`config.mk`:
```
export PLATFORM = sky130hd
export DESIGN_NAME = instr_fetch_unit
export DESIGN_NICKNAME = d
export VERILOG_FILES = /design/src/rtl/instr_fetch_unit.sv
export SDC_FILE = /design/constraint.sdc
export NUM_CORES = 1
export LEC_CHECK = 0
export BUFFER_PORTS_ARGS = -buffer_cell sky130_fd_sc_hd__buf_2
export CORE_MARGIN = 5
export CORE_UTILIZATION = 40
export DETAILED_ROUTE_END_ITERATION = 10
export GPL_TIMING_DRIVEN = 0
export HOLD_SLACK_MARGIN = 0.02
export PLACE_DENSITY = 0.64
export SLEW_MARGIN = 20
export SYNTH_ARGS = -nofsm -noshare
export SYNTH_HDL_FRONTEND = slang
export SYNTH_SLANG_ARGS = --single-unit
```
`constraint.sdc`:
```
create_clock -name Clock -period 3.2 [get_ports Clock]
set_clock_uncertainty 0.15 [all_clocks]
set_input_delay 0.32 -clock Clock [delete_from_list [all_inputs] [get_ports Clock]]
set_output_delay 0.32 -clock Clock [all_outputs]
set_load 0.01 [all_outputs]
```
`src/rtl/instr_fetch_unit.sv`:
```
// Single-clock instruction fetch: owns the PC, drives a 1-cycle synchronous ROM and feeds the
// processor through a 2-entry skid FIFO with valid/ready. Optional FetchCount via IFU_FETCH_COUNT_EN.
module instr_fetch_unit #(
  parameter int ADDR_W    = 5,
  parameter int DATA_W    = 9,
  parameter int LAST_ADDR = 2**ADDR_W-1,
  parameter int WRAP      = 1
)(
  input  logic              Clock,
  input  logic              Resetn,
  input  logic              Run,
  input  logic              LoadEn,
  input  logic [ADDR_W-1:0] LoadAddr,
  output logic [ADDR_W-1:0] MemAddr,
  output logic              MemEn,
  input  logic [DATA_W-1:0] MemData,
  output logic [DATA_W-1:0] Instr,
  output logic [ADDR_W-1:0] InstrAddr,
  output logic              InstrValid,
  input  logic              InstrReady,
  output logic              Halted
`ifdef IFU_FETCH_COUNT_EN
  ,
  output logic [15:0]       FetchCount
`endif
);
  localparam logic [ADDR_W-1:0] LAST = ADDR_W'(LAST_ADDR);

  typedef enum logic [1:0] {IDLE, RUN, HALT} state_t;

  state_t            state, state_nxt;
  logic [ADDR_W-1:0] pc, pc_inc;
  logic              inflight;
  logic [ADDR_W-1:0] inflight_addr;
  logic [DATA_W-1:0] fifo_data [2];
  logic [ADDR_W-1:0] fifo_addr [2];
  logic              rd_ptr, wr_ptr;
  logic [1:0]        count;
  logic              issue, credit, pop, push, pc_last;

  assign pop     = InstrValid & InstrReady;
  assign push    = inflight & ~LoadEn;
  assign pc_last = (pc == LAST);
  // Issue only when the word it produces is guaranteed a FIFO slot on arrival.
  assign credit  = ({1'b0, count} + {2'b0, inflight}) < (3'd2 + {2'b0, pop});

  always_comb begin
    if (!pc_last)      pc_inc = pc + 1'b1;
    else if (WRAP != 0) pc_inc = '0;
    else               pc_inc = pc;
  end

  // State register
  always_ff @(posedge Clock or negedge Resetn) begin
    if (!Resetn) state <= IDLE;
    else         state <= state_nxt;
  end

  // Next-state logic
  always_comb begin
    state_nxt = state;
    case (state)
      IDLE: if (Run) state_nxt = RUN;
      RUN: begin
        if (!Run)                                 state_nxt = IDLE;
        else if (issue && pc_last && (WRAP == 0)) state_nxt = HALT;
      end
      HALT: if (LoadEn) state_nxt = Run ? RUN : IDLE;
      default: state_nxt = IDLE;
    endcase
  end

  // Output logic
  always_comb begin
    issue  = (state == RUN) && Run && !LoadEn && credit;
    MemEn  = issue;
    Halted = (state == HALT);
  end

  assign MemAddr = pc;

  always_ff @(posedge Clock or negedge Resetn) begin
    if (!Resetn) begin
      pc            <= '0;
      inflight      <= 1'b0;
      inflight_addr <= '0;
    end else begin
      if (LoadEn)     pc <= LoadAddr;
      else if (issue) pc <= pc_inc;
      inflight <= issue;
      if (issue) inflight_addr <= pc;
    end
  end

  // Flush on LoadEn wins over any push/pop in the same cycle.
  always_ff @(posedge Clock or negedge Resetn) begin
    if (!Resetn) begin
      rd_ptr <= 1'b0;
      wr_ptr <= 1'b0;
      count  <= '0;
    end else if (LoadEn) begin
      rd_ptr <= 1'b0;
      wr_ptr <= 1'b0;
      count  <= '0;
    end else begin
      if (push) wr_ptr <= ~wr_ptr;
      if (pop)  rd_ptr <= ~rd_ptr;
      count <= count + {1'b0, push} - {1'b0, pop};
    end
  end

  always_ff @(posedge Clock) begin
    if (push) begin
      fifo_data[wr_ptr] <= MemData;
      fifo_addr[wr_ptr] <= inflight_addr;
    end
  end

  assign InstrValid = (count != 2'd0);
  assign Instr      = InstrValid ? fifo_data[rd_ptr] : '0;
  assign InstrAddr  = InstrValid ? fifo_addr[rd_ptr] : '0;

`ifdef IFU_FETCH_COUNT_EN
  always_ff @(posedge Clock or negedge Resetn) begin
    if (!Resetn)  FetchCount <= '0;
    else if (pop) FetchCount <= FetchCount + 16'd1;
  end
`endif

endmodule
```
After elaboration in Yosys (flattened, before gate mapping). Memories as Yosys holds them, arrays and structs flattened. Cells that the tools add are included.

Eq/ne operators: 6. Reduce and logical (&&, ||, !) cells: 10. Order comparisons: 1. Muxes and demuxes: 17. Add/subtract/negate cells: 5. Bitwise gates (word level): 5.

Operators by type and width (number): $mux 5 (4); $mux 9 (1); $mux 2 (4); $reduce_bool 2->1 (4); $mux 1 (7); $ne 2x2->1 const B (3); $pmux 2 s3 (1); $add 5x1->5 const B (1); $eq 5x5->1 const B (1); $add 2x1->3 (1); $add 2x1->3 const A (1); $logic_and 1x1->1 (3); $lt 3x3->1 (1); $not 1->1 (3); $reduce_and 3->1 (1); $add 2x1->2 (1); $and 1x1->1 (2); $eq 2x1->1 const B (1); $eq 2x2->1 const B (1); $logic_not 2->1 (1); $sub 2x1->2 (1); $logic_not 1->1 (1).

Register bits: 17. Memories kept: 2. Word-level logic and storage cells: 53. Bits in writable memories: 28.

Memories: fifo_data (words 2, width 9, read ports 1, clocked after memory_dff 0, wr ports 1, RTL line 35) `logic [DATA_W-1:0] fifo_data [2];`; fifo_addr (words 2, width 5, read ports 1, clocked after memory_dff 0, wr ports 1, RTL line 36) `logic [ADDR_W-1:0] fifo_addr [2];`.

Logic depth before layout (Yosys ltp).
Depth in word-level cells: 7. Depth in mapped cells: 8. Depth with buffers taken out: 7.

Worst setup path before layout. OpenSTA, ideal clock, no wires.

Path kind: flip-flop to flip-flop. Start: reg inflight. End: reg inflight_addr[0]. Required time: 2.925 ns. Library setup time: 0.125 ns. Data arrival time: 1.694 ns. Period minus slack after synthesis: 1.969 ns. Path slack: 1.231 ns. Cell stages (with the launch flop): 6. Path buffers: 0. Path through: dfrtp_1 -> ha_1 -> ha_1 -> o21a_4 -> nor3_4 -> mux2_2.

Cells in the longest elaborated chain, start to end: 3.

RTL lines: from (decl) (RTL line 33) `logic inflight;`; from (signal assigned) (RTL line 90) `inflight <= issue;`; $add 2x1->3 (RTL line 45) `assign credit = ({1'b0, count} + {2'b0, inflight}) < (3'd2 + {2'b0, pop});`; $lt 3x3->1 (RTL line 45); $logic_and 1x1->1 (RTL line 75) `issue = (state == RUN) && Run && !LoadEn && credit;`; via MemEn (RTL line 15) `output logic MemEn,`; to (signal assigned) (RTL line 91) `if (issue) inflight_addr <= pc;`; to (decl) (RTL line 34) `logic [ADDR_W-1:0] inflight_addr;`.

The timed path passes the listed nets, and every way through them passes these cells. A chain may end at the register's enable or synchronous reset.

Worst setup path after layout.
Start: reg inflight. End: out MemEn.

Cells in the longest elaborated chain, start to end: 3.

RTL lines (RTL line): $add 2x1->3 (45); $lt 3x3->1 (45); $logic_and 1x1->1 (75); to (decl) (15).

Every way passes these cells.

==> impl_metrics.json <==
{
  "cts.sinks": 44,
  "overflow": 0,
  "fmax_mhz": 421,
  "ys_async_sr_fraction": 0.364,
  "yosysWarnings": 0,
  "dp_hpwl_um": 2600,
  "cts_resized": 0,
  "die_y_um": 79.0,
  "rows": 25,
  "ys.flop_type": "edfxtp_1",
  "grt_pass1_wl_um": 5840,
  "p_leak_nw": 0.960,
  "cts_max_path_buffers": 2,
  "drt_iter0_drc": 80,
  "drv_slew": 0,
  "start_util": 0.409,
  "fin_crit_ns": 2.38,
  "cts_root_buf": "clkbuf_8",
  "io_pins": 41,
  "firstDrtPassIters": 4,
  "detail_route.wl_per_cell_um": 14.5,
  "finalCritPeriodShare": 0.743,
  "rsz0062_at_grt": "no",
  "crit_top_cell": "ha_1",
  "via_count": 1202,
  "final_nets": 213,
  "ys_ff_latch": 44,
  "setup_violations": 0,
  "place_congestion": 0.940,
  "utilization": 0.485,
  "finalSetupTns_ns": 0,
  "grt_max_degree": 17,
  "die_w_um": 79.0,
  "synth_edf_count": 28,
  "crit_type": "flip-flop to output port",
  "htreeDepth": 2,
  "cpPeakStageDelay_ns": 0.42,
  "cts_tree": "done",
  "track_usage": 0.122,
  "syn_inst": 140,
  "final_antenna_net_count": 0,
  "hold_ws_ns": 0.0687,
  "cts_inserted_buffers": 5,
  "critPathLaunchType": "flip-flop",
  "dp_slack_ns": 0.682,
  "run_status": "finished clean",
  "hold_viol": 0,
  "grt_pass1_vias": 1273,
  "ys_types": 30,
  "mappedNetlistArea_um2": 1910,
  "clkTransAtPathRegs_ns": 0.07,
  "layout-drive-gt1-share": 0.299,
  "stdcell_area_um2": 2260,
  "ys_seq_area_frac": 0.651,
  "worst_hold_path_type": "input pin to flip-flop",
  "worstPathArrival_ns": 1.91,
  "powerDensity_nw_per_um2": 680,
  "avgSynthCellArea_um2": 13.6,
  "tightest_slew_ns": 0.730,
  "vdd_drop_max_uv": 304,
  "syn_nets": 166,
  "slew_headroom": 0.513,
  "core_area_um2": 4660,
  "cp-end-kind": "output port",
  "die_area_um2": 6250,
  "clkLatencyLatePin_ns": 0.29,
  "wl_um": 3480,
  "antenna_cells": 0,
  "slowest_stage": "dfrtp_1",
  "cap_violations": 0,
  "antenna_found_initial": 0,
  "areaGrowthSynthToFinish_pct": 18.4,
  "path_cells": "ha_1 > ha_1 > o21a_4 > nor3_4 > buf_2",
  "crit_required_ns": 2.73,
  "r2r_slack_ns": 1.15,
  "cp_max_fo": 7,
  "postCtsSetupBuffers": 0,
  "viasPerCell": 4.99,
  "port_buffers": 39,
  "drc": 0,
  "post_dp_cell_area_um2": 2170,
  "setup_slack_ns": 0.824
}
[area by class of cell]
type | count | area (µm²)
sequential | 44 | 1240
inverter | 6 | 22.5
buffer | 5 | 25.0
multi-input combinational | 85 | 621
timing repair buffer | 40 | 205
clock buffer | 5 | 68.8
clock inverter | 2 | 7.51
fill | 400 | 2400
tap | 54 | 67.6
[metal layers]
layer	share of wire	routed length [µm]	up-vias	global-route usage
li1	-	-	594	-
met1	0.45	1560	551	0.153
met2	0.46	1600	46	0.188
met4	0.027	93	0	0.0636
met5	0	0	-	0
met3	0.068	238	11	0.0420
[synthesized netlist by cell type (2+ instances only)]
| master | n | area [µm²] |
|---|---|---|
| o311ai_0 | 2 | 17.5 |
| nor2_1 | 23 | 86.3 |
| inv_1 | 6 | 22.5 |
| nand2_1 | 4 | 15.0 |
| a31oi_1 | 3 | 18.8 |
| mux2_2 | 5 | 56.3 |
| buf_2 | 2 | 10.0 |
| xnor2_1 | 2 | 17.5 |
| xor2_1 | 3 | 26.3 |
| edfxtp_1 | 28 | 841 |
| nand4_1 | 2 | 12.5 |
| nor2b_1 | 2 | 12.5 |
| and3_1 | 2 | 12.5 |
| ha_1 | 7 | 87.6 |
| dfrtp_1 | 16 | 400 |
| clkbuf_1 | 2 | 7.51 |
| o21ai_0 | 3 | 15.0 |
| nand3_1 | 3 | 15.0 |
| mux2i_1 | 14 | 140 |
[layout by cell type (no fill, tap or decap), types with 2 or more instances in the layout]
master and instances:
buf_2 41, edfxtp_1 28, nor2_1 22, dfrtp_1 16, mux2i_1 14, ha_1 7
inv_1 6, mux2_2 5, clkbuf_8 5, nand2_1 4, xor2_1 3, o21ai_0 3
nand3_1 3, a31oi_1 3, clkbuf_1 2, nor2b_1 2, and3_1 2, xnor2_1 2
nand4_1 2, o311ai_0 2, clkinv_1 2
[power breakdown]
part	switching [mW]	internal, mW	leakage, nW	total (mW)
combinational	0.243	0.201	0.472	0.444
sequential	0.0670	0.712	0.449	0.779
clock	0.167	0.144	0.0391	0.311
total	0.477	1.06	0.960	1.53
[worst max-delay path: cells and delay by family, from the launching register on]
kind	cells	cell delay (ns)
flip-flops	1	0.42
adder cells (fa/ha/maj)	2	0.51
AO/OA/AOI/OAI	1	0.14
AND/OR/NAND/NOR	1	0.34
buffers and inverters	1	0.21
[through the flow]
stage / power, mW / cells
after floorplan: 1.09 / 140
after detailed placement: 1.24 / 233
after global placement: 1.22 / 233
final: 1.53 / 241
after global routing: 1.65 / 241
after CTS: 1.56 / 241
[flip-flops by register name, summed over array words and instances, names as in the netlist]
signal	flops
state	1
rd_ptr	1
inflight	1
count	2
fifo_addr	10
wr_ptr	1
fifo_data	18
MemAddr	5
inflight_addr	5
[worst paths after layout]
check / from / end / cells after the start
min reg2reg: state[0] / state[0] / 1
min in group asynchronous: Resetn / inflight_addr[0] / 2
min: MemData[2] / fifo_data[1][2] / 1
max: inflight / MemEn / 5
max in group asynchronous: Resetn / rd_ptr / 2
max reg2reg: inflight / inflight_addr[3] / 5
[repair_timing]
action,CTS,global route
endpoints found under the setup margin,0,0
hold buffers,1,0
endpoints found under the hold margin,16,0
[kinds of logic after synthesis]
group,after synthesis,share of synthesized area
compound gates,12,0.0479
fa+ha+maj,7,0.0459
other cells,1,0.00197
flops,44,0.651
xor+xnor,5,0.0230
mux,19,0.103
simple gates,41,0.102
buf+inv,11,0.0249
Power figures use the tool's default switching activity.
